**config.mk**
```make
export PLATFORM = sky130hd
export DESIGN_NAME = alu_issue_scheduler
export DESIGN_NICKNAME = d
export VERILOG_FILES = /design/src/rtl/alu_issue_scheduler.sv
export SDC_FILE = /design/constraint.sdc
export NUM_CORES = 1
export LEC_CHECK = 0
export ABC_CLOCK_PERIOD_IN_PS = 2300
export CAP_MARGIN = 20
export CORE_MARGIN = 5
export CORE_UTILIZATION = 38
export DETAILED_ROUTE_END_ITERATION = 10
export HOLD_SLACK_MARGIN = 0.1
export PLACE_DENSITY = 0.89
export SLEW_MARGIN = 15
export SYNTH_ARGS = -nofsm -noshare
export SYNTH_HDL_FRONTEND = slang
export SYNTH_SLANG_ARGS = --single-unit
```
**constraint.sdc**
```tcl
create_clock -name clk -period 2.3 [get_ports clk]
set_input_delay 0.345 -clock clk [delete_from_list [all_inputs] [get_ports clk]]
set_output_delay 0.345 -clock clk [all_outputs]
set_load 0.005 [all_outputs]
```
**src/rtl/alu_issue_scheduler.sv**
```systemverilog
// Round-robin issue scheduler: picks one ready reservation-station entry per cycle into a registered ALU slot.
// Latency: 1 cycle from grant to alu_valid. Backpressure: alu_ready=0 holds the slot bit-stable and blocks grants.
// Flush empties the slot without granting. stall_cnt counts blocked full-slot cycles and saturates.
module alu_issue_scheduler #(
    parameter int NUM_REQ = 4,
    parameter int DATA_W  = 32,
    parameter int TAG_W   = 6
) (
    input  logic                      clk,
    input  logic                      reset_n,
    input  logic                      flush,
    input  logic [NUM_REQ-1:0]        req_valid,
    input  logic [4*NUM_REQ-1:0]      req_ctrl,
    input  logic [DATA_W*NUM_REQ-1:0] req_op_a,
    input  logic [DATA_W*NUM_REQ-1:0] req_op_b,
    input  logic [TAG_W*NUM_REQ-1:0]  req_tag,
    output logic [NUM_REQ-1:0]        grant,
    output logic                      alu_valid,
    output logic [3:0]                alu_ctrl,
    output logic [DATA_W-1:0]         alu_op_a,
    output logic [DATA_W-1:0]         alu_op_b,
    output logic [TAG_W-1:0]          alu_tag,
    input  logic                      alu_ready,
    output logic [15:0]               stall_cnt
);

    localparam int PTR_W = (NUM_REQ > 1) ? $clog2(NUM_REQ) : 1;

    typedef enum logic {
        EMPTY = 1'b0,
        FULL  = 1'b1
    } state_t;

    state_t             state_q;
    state_t             state_d;
    logic [PTR_W-1:0]   rr_ptr;
    logic [PTR_W-1:0]   win_idx;
    logic [PTR_W-1:0]   ptr_next;
    logic               win_hit;
    logic               can_issue;
    logic [3:0]         win_ctrl;
    logic [DATA_W-1:0]  win_op_a;
    logic [DATA_W-1:0]  win_op_b;
    logic [TAG_W-1:0]   win_tag;

    function automatic logic [PTR_W-1:0] rr_slot(input logic [PTR_W-1:0] base, input int off);
        int s;
        s = int'(base) + off;
        if (s >= NUM_REQ) begin
            s = s - NUM_REQ;
        end
        return PTR_W'(s);
    endfunction

    // reset_n gates issue so grant is forced low asynchronously during reset
    assign can_issue = ((state_q == EMPTY) || alu_ready) && !flush && reset_n;
    assign alu_valid = (state_q == FULL);

    always_comb begin
        win_hit = 1'b0;
        win_idx = rr_ptr;
        if (can_issue) begin
            for (int k = 0; k < NUM_REQ; k++) begin
                if (!win_hit && req_valid[rr_slot(rr_ptr, k)]) begin
                    win_hit = 1'b1;
                    win_idx = rr_slot(rr_ptr, k);
                end
            end
        end
    end

    always_comb begin
        grant    = '0;
        ptr_next = (win_idx == PTR_W'(NUM_REQ - 1)) ? '0 : win_idx + 1'b1;
        win_ctrl = req_ctrl[int'(win_idx)*4 +: 4];
        win_op_a = req_op_a[int'(win_idx)*DATA_W +: DATA_W];
        win_op_b = req_op_b[int'(win_idx)*DATA_W +: DATA_W];
        win_tag  = req_tag[int'(win_idx)*TAG_W +: TAG_W];
        if (win_hit) begin
            grant[win_idx] = 1'b1;
        end
    end

    always_comb begin
        state_d = state_q;
        if (flush) begin
            state_d = EMPTY;
        end else if (win_hit) begin
            state_d = FULL;
        end else if (alu_ready) begin
            state_d = EMPTY;
        end
    end

    always_ff @(posedge clk or negedge reset_n) begin
        if (!reset_n) begin
            state_q <= EMPTY;
        end else begin
            state_q <= state_d;
        end
    end

    // ctrl is forwarded opaque; 4'b1111 is simply the idle encoding
    always_ff @(posedge clk or negedge reset_n) begin
        if (!reset_n) begin
            alu_ctrl <= 4'b1111;
            alu_op_a <= '0;
            alu_op_b <= '0;
            alu_tag  <= '0;
            rr_ptr   <= '0;
        end else if (win_hit) begin
            alu_ctrl <= win_ctrl;
            alu_op_a <= win_op_a;
            alu_op_b <= win_op_b;
            alu_tag  <= win_tag;
            rr_ptr   <= ptr_next;
        end
    end

    always_ff @(posedge clk or negedge reset_n) begin
        if (!reset_n) begin
            stall_cnt <= '0;
        end else if ((state_q == FULL) && !alu_ready && !flush && (stall_cnt != 16'hFFFF)) begin
            stall_cnt <= stall_cnt + 16'd1;
        end
    end

endmodule

```
==> results.cfg, run 1 <==
[pwr]
clkPwrFrac = 0.120
vdd_drop_max_uv = 399
p_int_mw = 7.63
seq_power_share = 0.200
power_per_cell_area_nw_per_um2 = 824
power_switching_mw = 5.12
combinationalPowerShare = 0.680
switching_share = 0.402
p_leak_nw = 6.40

[clock_network]
clk_path_buf_depth = 2
htreeDepth = 3
clk-insertion-delay-late_ps = 350
cts_tree = built
cts_root_buf = clkbuf_16
cts_sinks = 93
clkTransAtPathRegs_ps = 70
cts_buffers = 9

[placed_design]
io_buffer_count = 398
dp_hpwl_um = 27300
gp_congestion = 0.942

[timing]
finalHoldViolCount = 0
tightestPinTransition_ps = 1000
finClkSkew_ps = 10.2
finalCritPeriodShare = 1.19
finalSetupViolations = 78
max-slew-margin-rel = 0.330
layout_min_cycle_time_ps = 2740
setup_ws_ps = -443
rsz0062_at_grt = true
holdWs_ps = 215
maxSlewViolCount = 0
fmax_ghz = 0.365

[yosys]
synthArstFlopShare = 1.00
synth_edf_count = 0
synth_nets = 1338
synth_ff_type = dfrtp_1
synth_compound_area_frac = 0.277
synthSimpleGateAreaFrac = 0.259
synth_area_um2 = 8380
ys_seq_area_frac = 0.278
synth_most_common_cell = nand2_1
synth_cell_type_count = 64
yosysTopAreaCellShare = 0.266
synthAdderAreaFrac = 0.00299
yosys_warnings = 0
synthTopCellsByArea = dfrtp_1 (27%), and3_1 (8.6%), mux2_2 (8.3%)
ys_seq_elements = 93
syn_area_per_cell_um2 = 8.12
synth_mux_area_frac = 0.106
yosys-top-cells-count = nand2_1 (179), and3_1 (115), dfrtp_1 (89), nor2_1 (87), o21ai_0 (78)
synth_xor_area_frac = 0.0199
yosysTopAreaCell = dfrtp_1
syn_inst = 1032
synth_top_family_by_area = compound AO/OA/AOI/OAI gates

[setup_path]
worstSetupPathType = flip-flop to output port
worstReg2RegEnd = alu_op_a[19]
worst_setup_path_end_kind = output port
cp-start-kind = flip-flop
startpoint = rr_ptr[1]
r2r_cells = 13
required_ps = 1960
path_max_fanout = 2
worstPathArrival_ps = 2400
timing.rr.start = rr_ptr[1]
r2r_slack_ps = -200

[layout]
nets = 1802
syn2layout_area_growth_pct = 84.8
utilization = 0.711
drive_gt1_frac = 0.288

[drt]
wl_um = 44300
wl_per_cell_um = 24.8
vias = 11300
ant_nets = 0
dr.pass1.iters = 5
post-route-drc-count = 0
initialDrtViolationCount = 1031
viasPerCell = 6.31

[global_route]
grt_usage = 0.330
grt_max_degree = 54
antenna_found_initial = 2
grt_pass1_wl_um = 64700
grt-ovfl-total = 0
grt_pass1_vias = 11700

[outcome]
violations = setup timing
status = finished with violations

[die]
die_w_um = 158
rows = 54
die_h_um = 158
io_pins = 399
coreArea_um2 = 21800
start_util = 0.385
die_area_um2 = 25100

[run]
maxCapViolCount = 0

[worst_hold_path]
hp-class = input port to async pin
## flip-flops by register name, summed over array words and instances (netlist names)
name / cells
alu_op_a: 32
alu_op_b: 32
rr_ptr: 2
alu_tag: 6
alu_ctrl: 4
alu_valid: 1
stall_cnt: 16
## cell usage in the layout (no fill, tap or decap), types with 4 or more instances in the layout
cell	n
a221o_1	37
clkdlybuf4s50_1	389
mux2_2	49
o21ai_0	76
nor2_1	80
a41oi_2	36
a21oi_1	40
buf_6	30
buf_12	29
dfrtp_1	89
and3_1	114
nor2b_1	4
a221oi_2	37
clkbuf_16	13
a31oi_1	37
dfstp_2	4
nand2_2	32
xor2_1	5
nand2_4	36
buf_8	5
mux2_4	26
nand3_1	8
buf_16	15
xnor2_1	11
buf_4	67
nand2b_1	6
dlygate4sd2_1	4
nand2_1	132
nor2_4	5
## power by group through the flow
stage | registers [mW] | logic, mW | clock network (mW)
global route | 2.61 | 9.06 | 1.63
CTS | 2.54 | 8.28 | 1.54
floorplan | 2.54 | 2.96 | 0
detailed placement | 2.56 | 6.21 | 0
global placement | 2.54 | 6.10 | 0
finish | 2.56 | 8.67 | 1.53
## cells by family (layout without fill, tap and decap cells)
| family | after synthesis | in the layout |
|---|---|---|
| AND/OR/NAND/NOR | 450 | 450 |
| AO/OA/AOI/OAI | 291 | 291 |
| buffers and inverters | 98 | 567 |
| flip-flops | 93 | 93 |
| multiplexers | 79 | 79 |
| XOR/XNOR | 19 | 19 |
| adder cells (fa/ha/maj) | 2 | 2 |
| other | 0 | 3 |
## stage by stage
stage               cell area [um2]  cells  setup WS (ps)  setup TNS (ps)  power [mW]
global route                  15500   1783           -544          -15990        13.3
floorplan                      8380   1032          0.473               0        5.50
finish                        15500   1784           -443          -10860        12.8
global placement              13200   1705           -936          -45980        8.64
CTS                           15300   1781           -460          -15160        12.4
detailed placement            13200   1705           -991          -51190        8.76
## metal layers
metal | part of all wire | track usage | wire length [um] | vias up
met4 | 0.054 | 0.176 | 2380 | 0
met2 | 0.47 | 0.544 | 20900 | 827
met5 | 0 | 0 | 0 | -
met3 | 0.10 | 0.0840 | 4560 | 209
met1 | 0.37 | 0.395 | 16400 | 5431
li1 | - | - | - | 4797
## critical path, stage by stage, from the launching register on
cell	delay (ps)
dfrtp_1	410
or4b_4	570
o21ai_4	90
nor4_4	80
nor2_4	120
xor2_2	90
buf_4	150
buf_6	120
nor3_4	190
buf_6	130
buf_6	80
## worst max path at each step
stage,endpoint,cells after the start,slack [ps]
2_1_floorplan,grant[3],8,0.5
3_3_place_gp,grant[2],11,-940
3_5_place_dp,grant[2],11,-990
4_1_cts,grant[2],10,-460
5_1_grt,grant[2],11,-540
6_report,grant[2],10,-440
## timing repair
| action | CTS | global route |
|---|---|---|
| setup buffers | 42 | 14 |
| gates resized for setup | 226 | 60 |
| gates cloned | 20 | 5 |
| hold endpoints to repair | 19 | 0 |
| hold buffers | 3 | 0 |
| endpoints found under the setup margin | 79 | 79 |
| pin swaps | 93 | 71 |
## final cells by class
cell class / count / area, um2
Antenna cell: 3 / 7.51
Clock buffer: 9 / 225
Clock inverter: 7 / 70.1
Fill cell: 1518 / 6280
Inverter: 3 / 11.3
Multi-Input combinational cell: 841 / 6510
Sequential cell: 93 / 2330
Tap cell: 280 / 350
Timing Repair Buffer: 548 / 5970
No activity file was read; power rests on OpenSTA's default activity.
==> run 2, diff against run 1 <==
Settings changed: ABC_CLOCK_PERIOD_IN_PS 2300 to 2700, CORE_AREA set to 5 5 152 154, CORE_MARGIN 5 to not set, CORE_UTILIZATION 38 to not set, CTS_CLUSTER_DIAMETER set to 40, DIE_AREA set to 0 0 157 159, PLACE_DENSITY 0.89 to 0.88.
Clock period 2.3 ns to 2.7 ns, I/O delays scaled along.
==> run 2 against run 1 <==
The flow still finishes with violations (setup timing). Hold slack improved by 290 ps. Design area decreased by 10%. Worst setup slack improved by 410 ps. Sequential share of layout area increased by 1.7 points. Flip-flop and latch count unchanged. Routed wire length decreased by 14%. Non-clock buffer count decreased by 39. Critical path type unchanged. Clock-buffer cell count increased by 3. Clock power decreased by 9%. Core utilization decreased by 6.6 points.
==> results.cfg, run 2 (synthesis results as in run 1) <==
[placed_design]
place_area_um2 = 13400
io_buffer_count = 398
pre_cts_slack_ps = -742
dp_hpwl_um = 27800
gp_congestion = 0.936

[pwr]
switching_share = 0.385
p_leak_nw = 5.46
power_switching_mw = 3.59
p_int_mw = 5.74
clkPwrFrac = 0.149
seq_power_share = 0.233
combinationalPowerShare = 0.618
vdd_drop_max_uv = 309
power_per_cell_area_nw_per_um2 = 670

[timing]
finalHoldViolCount = 0
maxSlewViolCount = 0
finalSetupViolations = 1
max-slew-margin-rel = 0.333
fmax_ghz = 0.366
setup_ws_ps = -32.5
holdWs_ps = 504
finClkSkew_ps = 20.2
layout_min_cycle_time_ps = 2730
finalCritPeriodShare = 1.01
tightestPinTransition_ps = 1000
rsz0062_at_grt = true

[layout]
most-common-layout-cells = clkdlybuf4s50_1 (389), nand2_1 (178), and3_1 (114)
syn2layout_area_growth_pct = 66.0
largestRegisters = alu_op_a (32), alu_op_b (32), stall_cnt (16)
stdcell_area_um2 = 13900
utilization = 0.645
drive_gt1_frac = 0.199
layout_commonest_cell = clkdlybuf4s50_1
nets = 1763

[setup_path]
cp-start-kind = flip-flop
worstPathArrival_ps = 2330
required_ps = 2300
worstSetupPathType = flip-flop to output port
worst_setup_path_end_kind = output port
r2r_slack_ps = 170
path_max_fanout = 2

[die]
io_pins = 399
rows = 54
start_util = 0.389
coreArea_um2 = 21600
die_w_um = 157
die_h_um = 159
die_area_um2 = 25000

[drt]
initialDrtViolationCount = 916
post-route-drc-count = 0
wl_per_cell_um = 21.8
wl_um = 38000
dr.pass1.iters = 7
vias = 10600
ant_nets = 0
viasPerCell = 6.11

[global_route]
grt_max_degree = 69
antenna_found_initial = 1
grt_pass1_wl_um = 58200
grt-ovfl-total = 0
grt_pass1_vias = 10700
grt_usage = 0.289

[clock_network]
cts_sinks = 93
cts_tree = built
clkTransAtPathRegs_ps = 70
cts_buffers = 9
clk-insertion-delay-late_ps = 350
htreeDepth = 3
cts_root_buf = clkbuf_16
clk_path_buf_depth = 2

[outcome]
status = finished with violations
violations = setup timing

[run]
maxCapViolCount = 0

[worst_hold_path]
hp-class = flip-flop to flip-flop
[run 2: stage by stage]
stage / total power, mW / setup TNS (ps) / cells
3_3_place_gp: 7.54 / -20500 / 1724
4_1_cts: 9.21 / -36.2 / 1743
6_report: 9.32 / -32.5 / 1743
5_1_grt: 9.81 / -154 / 1743
3_5_place_dp: 7.66 / -23140 / 1724
2_1_floorplan: 4.69 / 0 / 1032
[run 2: path summary, 6_finish.rpt]
kind	start	endpoint	depth (start not counted)
hold reg to reg	alu_ctrl[3]	alu_ctrl[3]	2
setup reg to reg	rr_ptr[0]	alu_op_b[29]	10
setup / recovery	rr_ptr[1]	grant[3]	9
max in group asynchronous	reset_n	alu_op_b[30]	4
hold / removal	alu_ctrl[3]	alu_ctrl[3]	2
min in group asynchronous	reset_n	alu_op_b[7]	3
[run 2: cell type report]
class                   instances  area (um2)
well taps                     280         350
flip-flops and latches         93        2330
clock buffers                  12         236
clock inverters                 4        72.6
fillers                      1741        7650
multi-input cells             841        5810
inverters                       3        11.3
diodes                          1        2.50
repair buffers                509        5080
[run 2: worst max-delay path, stage by stage (launching register included)]
cell and delay, ps:
dfrtp_1 400, or4b_4 560, o21ai_4 90, nor4_4 60
nor2_4 130, xor2_2 210, buf_4 160, ha_4 110
and3_4 180, buf_6 90
[run 2: per-layer routing]
metal / part of all wire / routed length (um) / global-route usage / up-vias
met5: 0 / 0 / 0 / -
met4: 0.063 / 2390 / 0.169 / 0
met3: 0.094 / 3580 / 0.0503 / 163
met2: 0.48 / 18200 / 0.471 / 698
met1: 0.36 / 13800 / 0.357 / 5087
li1: - / - / - / 4698
[run 2: power by group through the flow]
stage	sequential (mW)	combinational, mW	clock (mW)
3_5_place_dp	2.18	5.48	0
5_1_grt	2.23	6.10	1.48
4_1_cts	2.17	5.63	1.41
2_1_floorplan	2.16	2.52	0
3_3_place_gp	2.17	5.37	0
6_report	2.17	5.76	1.39
[run 2: what timing repair did]
item | in CTS | in global routing
setup endpoints to repair | 4 | 6
endpoints found under the hold margin | 23 | 0
resized for setup | 42 | 15
hold buffers | 1 | 0
buffers inserted | 4 | 0
pin swaps | 9 | 8
